--- src/rtl/aes_inv_cipher_sequencer_pkg.sv ---
// Shared encodings for the AES-128 inverse-cipher sequencer.
package aes_inv_cipher_sequencer_pkg;

  localparam int unsigned AES_BLOCK_W = 128;

  // stepSel values driven to the inverse step-unit mux.
  typedef enum logic [1:0] {
    STEP_ISR = 2'd0,
    STEP_ISB = 2'd1,
    STEP_ARK = 2'd2,
    STEP_IMC = 2'd3
  } stepSel_e;

  // Sequencer FSM states.
  typedef enum logic [1:0] {
    IDLE  = 2'd0,
    ISSUE = 2'd1,
    WAIT  = 2'd2,
    DONE  = 2'd3
  } seqState_e;

endpackage

--- src/rtl/aes_inv_cipher_sequencer_inv_step_decode.sv ---
// Maps a step index of the inverse cipher onto the step unit to fire,
// the round key it needs and whether it is the final step.
module inv_step_decode
  import aes_inv_cipher_sequencer_pkg::*;
#(
  parameter int unsigned NUM_ROUNDS = 10
) (
  input  logic [5:0] stepIdx,
  output logic [1:0] stepSel,
  output logic       isArk,
  output logic [3:0] keyIndex,
  output logic       isLast
);

  localparam int unsigned NUM_STEPS = 4 * NUM_ROUNDS;

  logic [5:0] bodyIdx;

  // Step 0 is the lone initial AddRoundKey; afterwards steps come in groups of
  // four (ISR, ISB, ARK, IMC) with one key per group, the last group ending at ARK.
  always_comb begin
    bodyIdx  = stepIdx - 6'd1;
    stepSel  = STEP_ARK;
    keyIndex = 4'(NUM_ROUNDS);
    if (stepIdx != '0) begin
      stepSel  = bodyIdx[1:0];
      keyIndex = 4'(NUM_ROUNDS - 1) - bodyIdx[5:2];
    end
    isArk  = (stepSel == STEP_ARK);
    isLast = (stepIdx == 6'(NUM_STEPS - 1));
  end

endmodule

--- src/rtl/aes_inv_cipher_sequencer.sv ---
// AES-128 inverse-cipher sequencer: owns the working state, strobes the
// external inverse step units one at a time and collects their results.
module aes_inv_cipher_sequencer
  import aes_inv_cipher_sequencer_pkg::*;
#(
  parameter int unsigned NUM_ROUNDS   = 10,
  parameter int unsigned STEP_LATENCY = 2
) (
  input  logic                   clock,
  input  logic                   nReset,
  input  logic                   startDecrypt,
  input  logic [AES_BLOCK_W-1:0] cipherText,
  output logic [AES_BLOCK_W-1:0] stepData,
  output logic [1:0]             stepSel,
  output logic                   stepStrobe,
  input  logic [AES_BLOCK_W-1:0] stepResult,
  output logic [3:0]             roundKeyAddr,
  output logic [AES_BLOCK_W-1:0] plainText,
  output logic                   busy,
  output logic                   done
);

  seqState_e  state;
  seqState_e  stateNext;
  logic [5:0] stepCnt;
  logic [5:0] decIdx;
  logic [2:0] waitCnt;
  logic       lastStep;
  logic       accept;
  logic       capture;
  logic       enterIssue;
  logic [1:0] decSel;
  logic       decArk;
  logic [3:0] decKey;
  logic       decLast;

  // The decoder always looks at the step about to enter ISSUE, so stepSel,
  // roundKeyAddr and the last-step flag are registered exactly on ISSUE entry.
  inv_step_decode #(
    .NUM_ROUNDS(NUM_ROUNDS)
  ) stepDecode (
    .stepIdx (decIdx),
    .stepSel (decSel),
    .isArk   (decArk),
    .keyIndex(decKey),
    .isLast  (decLast)
  );

  // FSM state register.
  always_ff @(posedge clock or negedge nReset) begin
    if (!nReset) state <= IDLE;
    else         state <= stateNext;
  end

  // Next-state logic, step-advance qualifiers and state-derived outputs.
  always_comb begin
    stateNext = state;
    accept    = 1'b0;
    capture   = 1'b0;
    decIdx    = stepCnt + 6'd1;
    unique case (state)
      IDLE: begin
        decIdx = '0;
        if (startDecrypt) begin
          accept    = 1'b1;
          stateNext = ISSUE;
        end
      end
      ISSUE: stateNext = WAIT;
      WAIT: begin
        if (waitCnt == 3'(STEP_LATENCY - 1)) begin
          capture   = 1'b1;
          stateNext = lastStep ? DONE : ISSUE;
        end
      end
      DONE:    stateNext = IDLE;
      default: stateNext = IDLE;
    endcase
    enterIssue = accept | (capture & ~lastStep);
    stepStrobe = (state == ISSUE);
    busy       = (state == ISSUE) || (state == WAIT);
    done       = (state == DONE);
  end

  // Working state, result, step bookkeeping and latency counter.
  always_ff @(posedge clock or negedge nReset) begin
    if (!nReset) begin
      stepData     <= '0;
      plainText    <= '0;
      stepSel      <= STEP_ISR;
      roundKeyAddr <= 4'(NUM_ROUNDS);
      stepCnt      <= '0;
      waitCnt      <= '0;
      lastStep     <= 1'b0;
    end else begin
      if (accept)       stepData <= cipherText;
      else if (capture) stepData <= stepResult;

      if (capture && lastStep) plainText <= stepResult;

      if (enterIssue) begin
        stepCnt  <= decIdx;
        stepSel  <= decSel;
        lastStep <= decLast;
        if (decArk) roundKeyAddr <= decKey;
      end

      if (state == ISSUE)     waitCnt <= '0;
      else if (state == WAIT) waitCnt <= waitCnt + 3'd1;
    end
  end

endmodule

--- config.mk ---
export PLATFORM = sky130hd
export DESIGN_NAME = aes_inv_cipher_sequencer
export DESIGN_NICKNAME = d
export VERILOG_FILES = /design/src/rtl/aes_inv_cipher_sequencer_pkg.sv /design/src/rtl/aes_inv_cipher_sequencer_inv_step_decode.sv /design/src/rtl/aes_inv_cipher_sequencer.sv
export SDC_FILE = /design/constraint.sdc
export NUM_CORES = 1
export LEC_CHECK = 0
export BUFFER_PORTS_ARGS = -buffer_cell sky130_fd_sc_hd__buf_2
export CAP_MARGIN = 20
export CORE_MARGIN = 4
export CORE_UTILIZATION = 25
export CTS_CLUSTER_DIAMETER = 120
export CTS_CLUSTER_SIZE = 40
export DETAILED_ROUTE_END_ITERATION = 6
export PLACE_DENSITY_LB_ADDON = 0.12
export SLEW_MARGIN = 40
export SYNTH_ARGS = -nofsm -noshare
export SYNTH_HDL_FRONTEND = slang
export SYNTH_SLANG_ARGS = --single-unit
--- constraint.sdc ---
create_clock -name clock -period 4.4 [get_ports clock]
set_input_delay 0.22 -clock clock [delete_from_list [all_inputs] [get_ports clock]]
set_output_delay 0.22 -clock clock [all_outputs]
set_load 0.02 [all_outputs]
# Word-level counts from Yosys, hierarchy flattened
# Index checks and enable logic that the tools add are counted.
[word_totals]
reg_bits = 274
latch_bits = 0
ramBits = 0
rom_bits = 0
in_bits = 259
output_inout_bits = 265
word_cells = 46
n_memories = 0
[op_classes]
add_sub_neg = 4
mul = 0
div = 0
order_cmp = 0
n_eq_ne = 8
shift = 0
mux = 15
n_bitwise = 3
reduce_logical = 8
[ops]
columns = ["op", "n"]
rows = [
  ["$mux 128", 2],
  ["$mux 2", 4],
  ["$pmux 2 s4", 1],
  ["$add 6x1->6 const B", 1],
  ["$eq 2x2->1 const B", 3],
  ["$eq 6x6->1 const B", 1],
  ["$mux 3", 2],
  ["$mux 6", 1],
  ["$reduce_bool 6->1", 1],
  ["$sub 6x1->6 const B", 1],
  ["$mux 1", 4],
  ["$mux 4", 1],
  ["$ne 2x2->1 const B", 2],
  ["$reduce_and 2->1", 2],
  ["$reduce_bool 2->1", 2],
  ["$sub 4x4->4 const A", 1],
  ["$add 3x1->3 const B", 1],
  ["$eq 3x1->1 const B", 1],
  ["$eq 2x1->1 const B", 1],
  ["$logic_not 2->1", 1],
  ["$and 1x1->1", 1],
  ["$logic_and 1x1->1", 1],
  ["$logic_or 1x1->1", 1],
  ["$not 1->1", 1],
  ["$or 1x1->1", 1],
]

# Longest topological paths before layout
[logic_depth]
ltp_word = 6
mapped_depth = 13
ltp_nobuf = 12

# By module
# A second synthesis with hierarchy kept.
[unflattened]
cells_unflattened = 954
area_unflattened_um2 = 11974.0
[modules_own_cells]
columns = ["module", "n_inst", "cells_per_inst", "area_per_inst_um2"]
rows = [
  ["aes_inv_cipher_sequencer", 1, 931, 11797.6],
  ["inv_step_decode", 1, 23, 176.4],
]

# Worst setup path before layout
# Ideal clock, no wire load.
[synth_path]
kind = "flip-flop to flip-flop"
from = "register state[0]"
to = "register roundKeyAddr[3]"
setup_time_ns = 0.082
arrival_ns = 2.479
required_time_ns = 4.318
slack_ns = 1.839
path_stages_with_launch = 13
n_path_buf = 2
path_cell_list = "dfrtp_1 inv_1 ha_1 clkbuf_1 clkbuf_1 nand2b_1 ha_1 nand2b_1 xnor2_1 ha_1 a211oi_1 a221oi_1 mux2_4"
[synth_via]
elab_chain_len = 6
elab_cells_between_ends = 14
classes_between = "add/sub (2); eq/ne (2); mux (5); bitwise (2); reduce/logical (3)"
[synth_rtl]
columns = ["element", "line", "rtl"]
rows = [
  ["from (decl)", "aes_inv_cipher_sequencer.sv:23", "seqState_e state;"],
  ["from (signal assigned)", "aes_inv_cipher_sequencer.sv:52", "else state <= stateNext;"],
  ["parallel branches: the longest is 6 deep, another holds $sub 6x1->6", "n/a", ""],
  ["to (signal assigned)", "aes_inv_cipher_sequencer.sv:91", "roundKeyAddr <= 4'(NUM_ROUNDS);"],
  ["to (signal assigned)", "aes_inv_cipher_sequencer.sv:105", "if (decArk) roundKeyAddr <= decKey;"],
  ["to (decl)", "aes_inv_cipher_sequencer.sv:17", "output logic [3:0] roundKeyAddr,"],
]
# Parallel ways; which one is timed is not known.
# A chain may end at the register's enable or synchronous reset.

# Worst setup path after layout
[layout_path]
from = "register state[1]"
to = "register stepData[104]"
[layout_via]
elab_chain_len = 3
elab_cells_between_ends = 6
classes_between = "eq/ne (1); mux (3); reduce/logical (2)"
[layout_rtl]
columns = ["element", "line", "rtl"]
rows = [
  ["$eq 2x2->1 or $logic_not 2->1 (tied branches)", "aes_inv_cipher_sequencer.sv:61", "unique case (state)"],
  ["$mux 1", "aes_inv_cipher_sequencer.sv:61", ""],
  ["$reduce_bool 2->1 (no source line) or $mux 128 (tied branches)", "n/a", ""],
  ["to (signal assigned)", "aes_inv_cipher_sequencer.sv:96", "if (accept) stepData <= cipherText;"],
  ["to (signal assigned)", "aes_inv_cipher_sequencer.sv:97", "else if (capture) stepData <= stepResult;"],
  ["to (decl)", "aes_inv_cipher_sequencer.sv:13", "output logic [AES_BLOCK_W-1:0] stepData,"],
]
# Several ways; a longest one is shown, not always the timed one.

==> impl_results.md <==
* Status: complete, no violations
* Total number of vias at 11,100
* Die area at between 40,000 and 50,000 um^2
* Max-Cap Viols at 0
* Post-Synthesis Cell Area at between 10,000 and 15,000 um^2
* Syn_nets at between 1,000 and 1,500
* Critical path buffer and inverter count at 3
* Crit path kind: reg2reg
* Final min period at 3.09 ns
* Avg Inst Size Synth at 10.5 um^2
* CP startpoint: state[1]
* # DRC at 0
* Maximum VDD drop at roughly 0.28 mV
* Global-route wire length before repair at between 60,000 and 70,000 um
* Vias in the first global route at approximately 12,000
* CTS tree: yes
* Setup TNS at 0 ns
* Placed inst area at roughly 15,000 um^2
* Most used DFF post-synth: dfrtp_1
* Worst reg-to-reg path cell count at 7
* Async SR Flop Fraction at 1.00
* Pin count of the biggest net entering global routing at 130
* Vias/cell at between 4 and 5
* Wire length per cell at ~18 um
* Hold Fails Final Rpt at 0
* PwrDens at 533 nW/um^2
* Clk root buf: clkbuf_16
* Filler cells at ~4,600
* Clock Skew at approximately 0.025 ns
* Sink Count at ~270
* H-tree levels at 1
* Total gr overflow at 0
* Slew margin rel. at 0.467
* Synth Instances at between 1,000 and 1,500
* Core box area at 45,600 um^2
* CP peak stage delay at ~0.6 ns
* Die Ht at roughly 220 um
* Final HPWL DP at approximately 30,000 um
* GR Util All Layers at 0.172
* Sequential area share after synthesis at 0.592
* IO Count at 524
* Number of I/O port buffers at 523
* Worst-path cell chain: inv_1 > ha_1 > nand2_4 > buf_4 > nor2_1 > a31oi_1 > dlygate4sd3_1
* Initial antenna violation count at 4
* Slowest CP cell: ha_1
* Hold Path End: state[1]
* Worst Tran Pin Value at around 0.8 ns
* Pre-antenna DRT Iters at 4
* Crit Path Max Fanout at a little under 60
* CP Launch Type: flop
* Worst R2R Start: state[1]
* Placer Congestion at 0.858
* Final instance area at between 15,000 and 20,000 um^2
* Layout area overhead at 56.3%
* CTS max path bufs at 3
* Fraction of layout cells with a size suffix above 1 at 0.378
* Die X at between 200 and 250 um
* Number of core rows at 78
* EDFF count, synth at 0
* Num CTS Buffers at 12
* Starting Density at 0.254
* CP delay by family, top: buffers and inverters
* Final setup viols at 0
* Hold path depth at 4
* RSZ-0062 raised after global routing: no
* Hold crit path type: in2reg
* R2R Path End: stepData[104]
* Fmax at 0.324 GHz
* CP required at slightly below 5 ns
* Routed wire length at 44,800 um
* Leakage at ~8.6 nW
* Syn. warnings at 0
* Net count, final at 2,123
* Synth Register Bits at roughly 270
* DR iter-0 viols at slightly above 600
* Clock slew at reported path FFs at about 0.13 ns
* Worst Hold Launch: startDecrypt
* Synth unique cells at 38
* Period utilization at 0.702
* Fin. max-slew vios at 0
* Worst endpoint data arrival time at roughly 3.5 ns
* Routed Antenna Nets at 0
* Clk Latency, worst-skew pair at roughly 0.52 ns
* CP Capture Type: flop
* R2R Setup Slk at ~1.3 ns
-- worst max path at each step --
stage	cells after the start	to	slack [ns]
after floorplan	12	roundKeyAddr[3]	1.84
after global placement	12	roundKeyAddr[3]	1.69
after detailed placement	12	roundKeyAddr[3]	1.66
after CTS	7	stepData[104]	1.32
after global routing	7	stepData[102]	1.09
final	7	stepData[104]	1.31
-- cell usage after synthesis, types with 3 or more instances --
library cell / instances / area share
nand3_1: 3 / 0.0013
nor2b_1: 7 / 0.0038
nor2_1: 142 / 0.046
clkbuf_1: 56 / 0.018
dfrtp_1: 272 / 0.59
nor3_1: 3 / 0.0013
o21ai_0: 10 / 0.0043
a31oi_1: 128 / 0.069
inv_1: 7 / 0.0023
buf_1: 5 / 0.0016
nand2b_1: 4 / 0.0022
a21oi_1: 3 / 0.0013
ha_1: 12 / 0.013
mux2_2: 131 / 0.13
nand2_1: 271 / 0.088
buf_2: 13 / 0.0056
xnor2_1: 4 / 0.0030
-- worst register-to-register path, stage by stage (launching register included) --
cell           delay [ns]
dfrtp_1              0.45
inv_1                0.12
ha_1                 0.59
nand2_4              0.55
buf_4                0.47
nor2_1               0.17
a31oi_1              0.05
dlygate4sd3_1        0.59
-- placed cells by master (no fill, tap or decap), drive strengths merged, types with 7 or more instances in the layout --
cell | netlist | layout
nand2 | 271 | 271
inv | 7 | 10
a31oi | 128 | 128
o21ai | 11 | 11
buf | 18 | 539
mux2 | 133 | 133
nor2b | 7 | 7
dfrtp | 272 | 272
nor2 | 142 | 142
ha | 12 | 12
clkbuf | 56 | 13
dlygate4sd3 | 0 | 274
-- sequential cells by signal, summed over array words and instances, names as in the netlist --
register	count
stepData	128
waitCnt	3
state	2
stepCnt	6
roundKeyAddr	4
stepSel	2
plainText	128
lastStep	1
-- per-stage QoR --
| step | hold WS (ns) | worst slack [ns] | utilization | total power [W] | cells |
|---|---|---|---|---|---|
| after global placement | 0.374 | 1.69 | 0.326 | 0.00754 | 2163 |
| after detailed placement | 0.208 | 1.66 | 0.327 | 0.00758 | 2164 |
| final | 0.165 | 1.31 | 0.397 | 0.00966 | 2461 |
| after CTS | 0.144 | 1.32 | 0.397 | 0.00977 | 2458 |
| after global routing | 0.224 | 1.09 | 0.397 | 0.0103 | 2461 |
| after floorplan | -0.0756 | 1.84 | - | 0.00606 | 1099 |
-- logic make-up (layout without fill, tap and decap cells) --
| family | after synthesis | after routing | share of synthesized area |
|---|---|---|---|
| AO/OA/AOI/OAI | 156 | 156 | 0.0853 |
| XOR/XNOR | 6 | 6 | 0.00453 |
| adder cells (fa/ha/maj) | 12 | 12 | 0.0130 |
| buffers and inverters | 81 | 840 | 0.0276 |
| flip-flops | 274 | 274 | 0.592 |
| multiplexers | 135 | 135 | 0.132 |
| other | 0 | 3 | 0 |
| AND/OR/NAND/NOR | 435 | 435 | 0.146 |
-- where the power goes --
| part | switching (W) | internal [W] |
|---|---|---|
| clock | 0.000951 | 0.000652 |
| combinational | 0.00262 | 0.00182 |
| sequential | 0.000384 | 0.00323 |
| total | 0.00396 | 0.00570 |
-- final cells by class --
cell class / instances / area, um^2 / area share
well taps: 600 / 751 / 0.0414
clock buffers: 13 / 325 / 0.0180
multi-input cells: 744 / 4450 / 0.246
diodes: 3 / 7.51 / 0.000414
inverters: 7 / 26.3 / 0.00145
repair buffers: 813 / 5560 / 0.307
clock inverters: 7 / 134 / 0.00739
flip-flops and latches: 274 / 6860 / 0.379
-- metal layers --
layer / GRT usage / routed length, um / up-vias
met1: 0.206 / 17900 / 5478
met5: 0 / 13 / -
met3: 0.0404 / 2780 / 83
li1: - / - / 5219
met4: 0.0603 / 1900 / 2
met2: 0.304 / 22200 / 361
-- what timing repair did --
action | CTS | global route
endpoints found under the hold margin | 308 | 0
hold buffers | 274 | 0
resized for setup | 0 | 0
buffers inserted | 0 | 0
(Power assumes the default switching activity.)
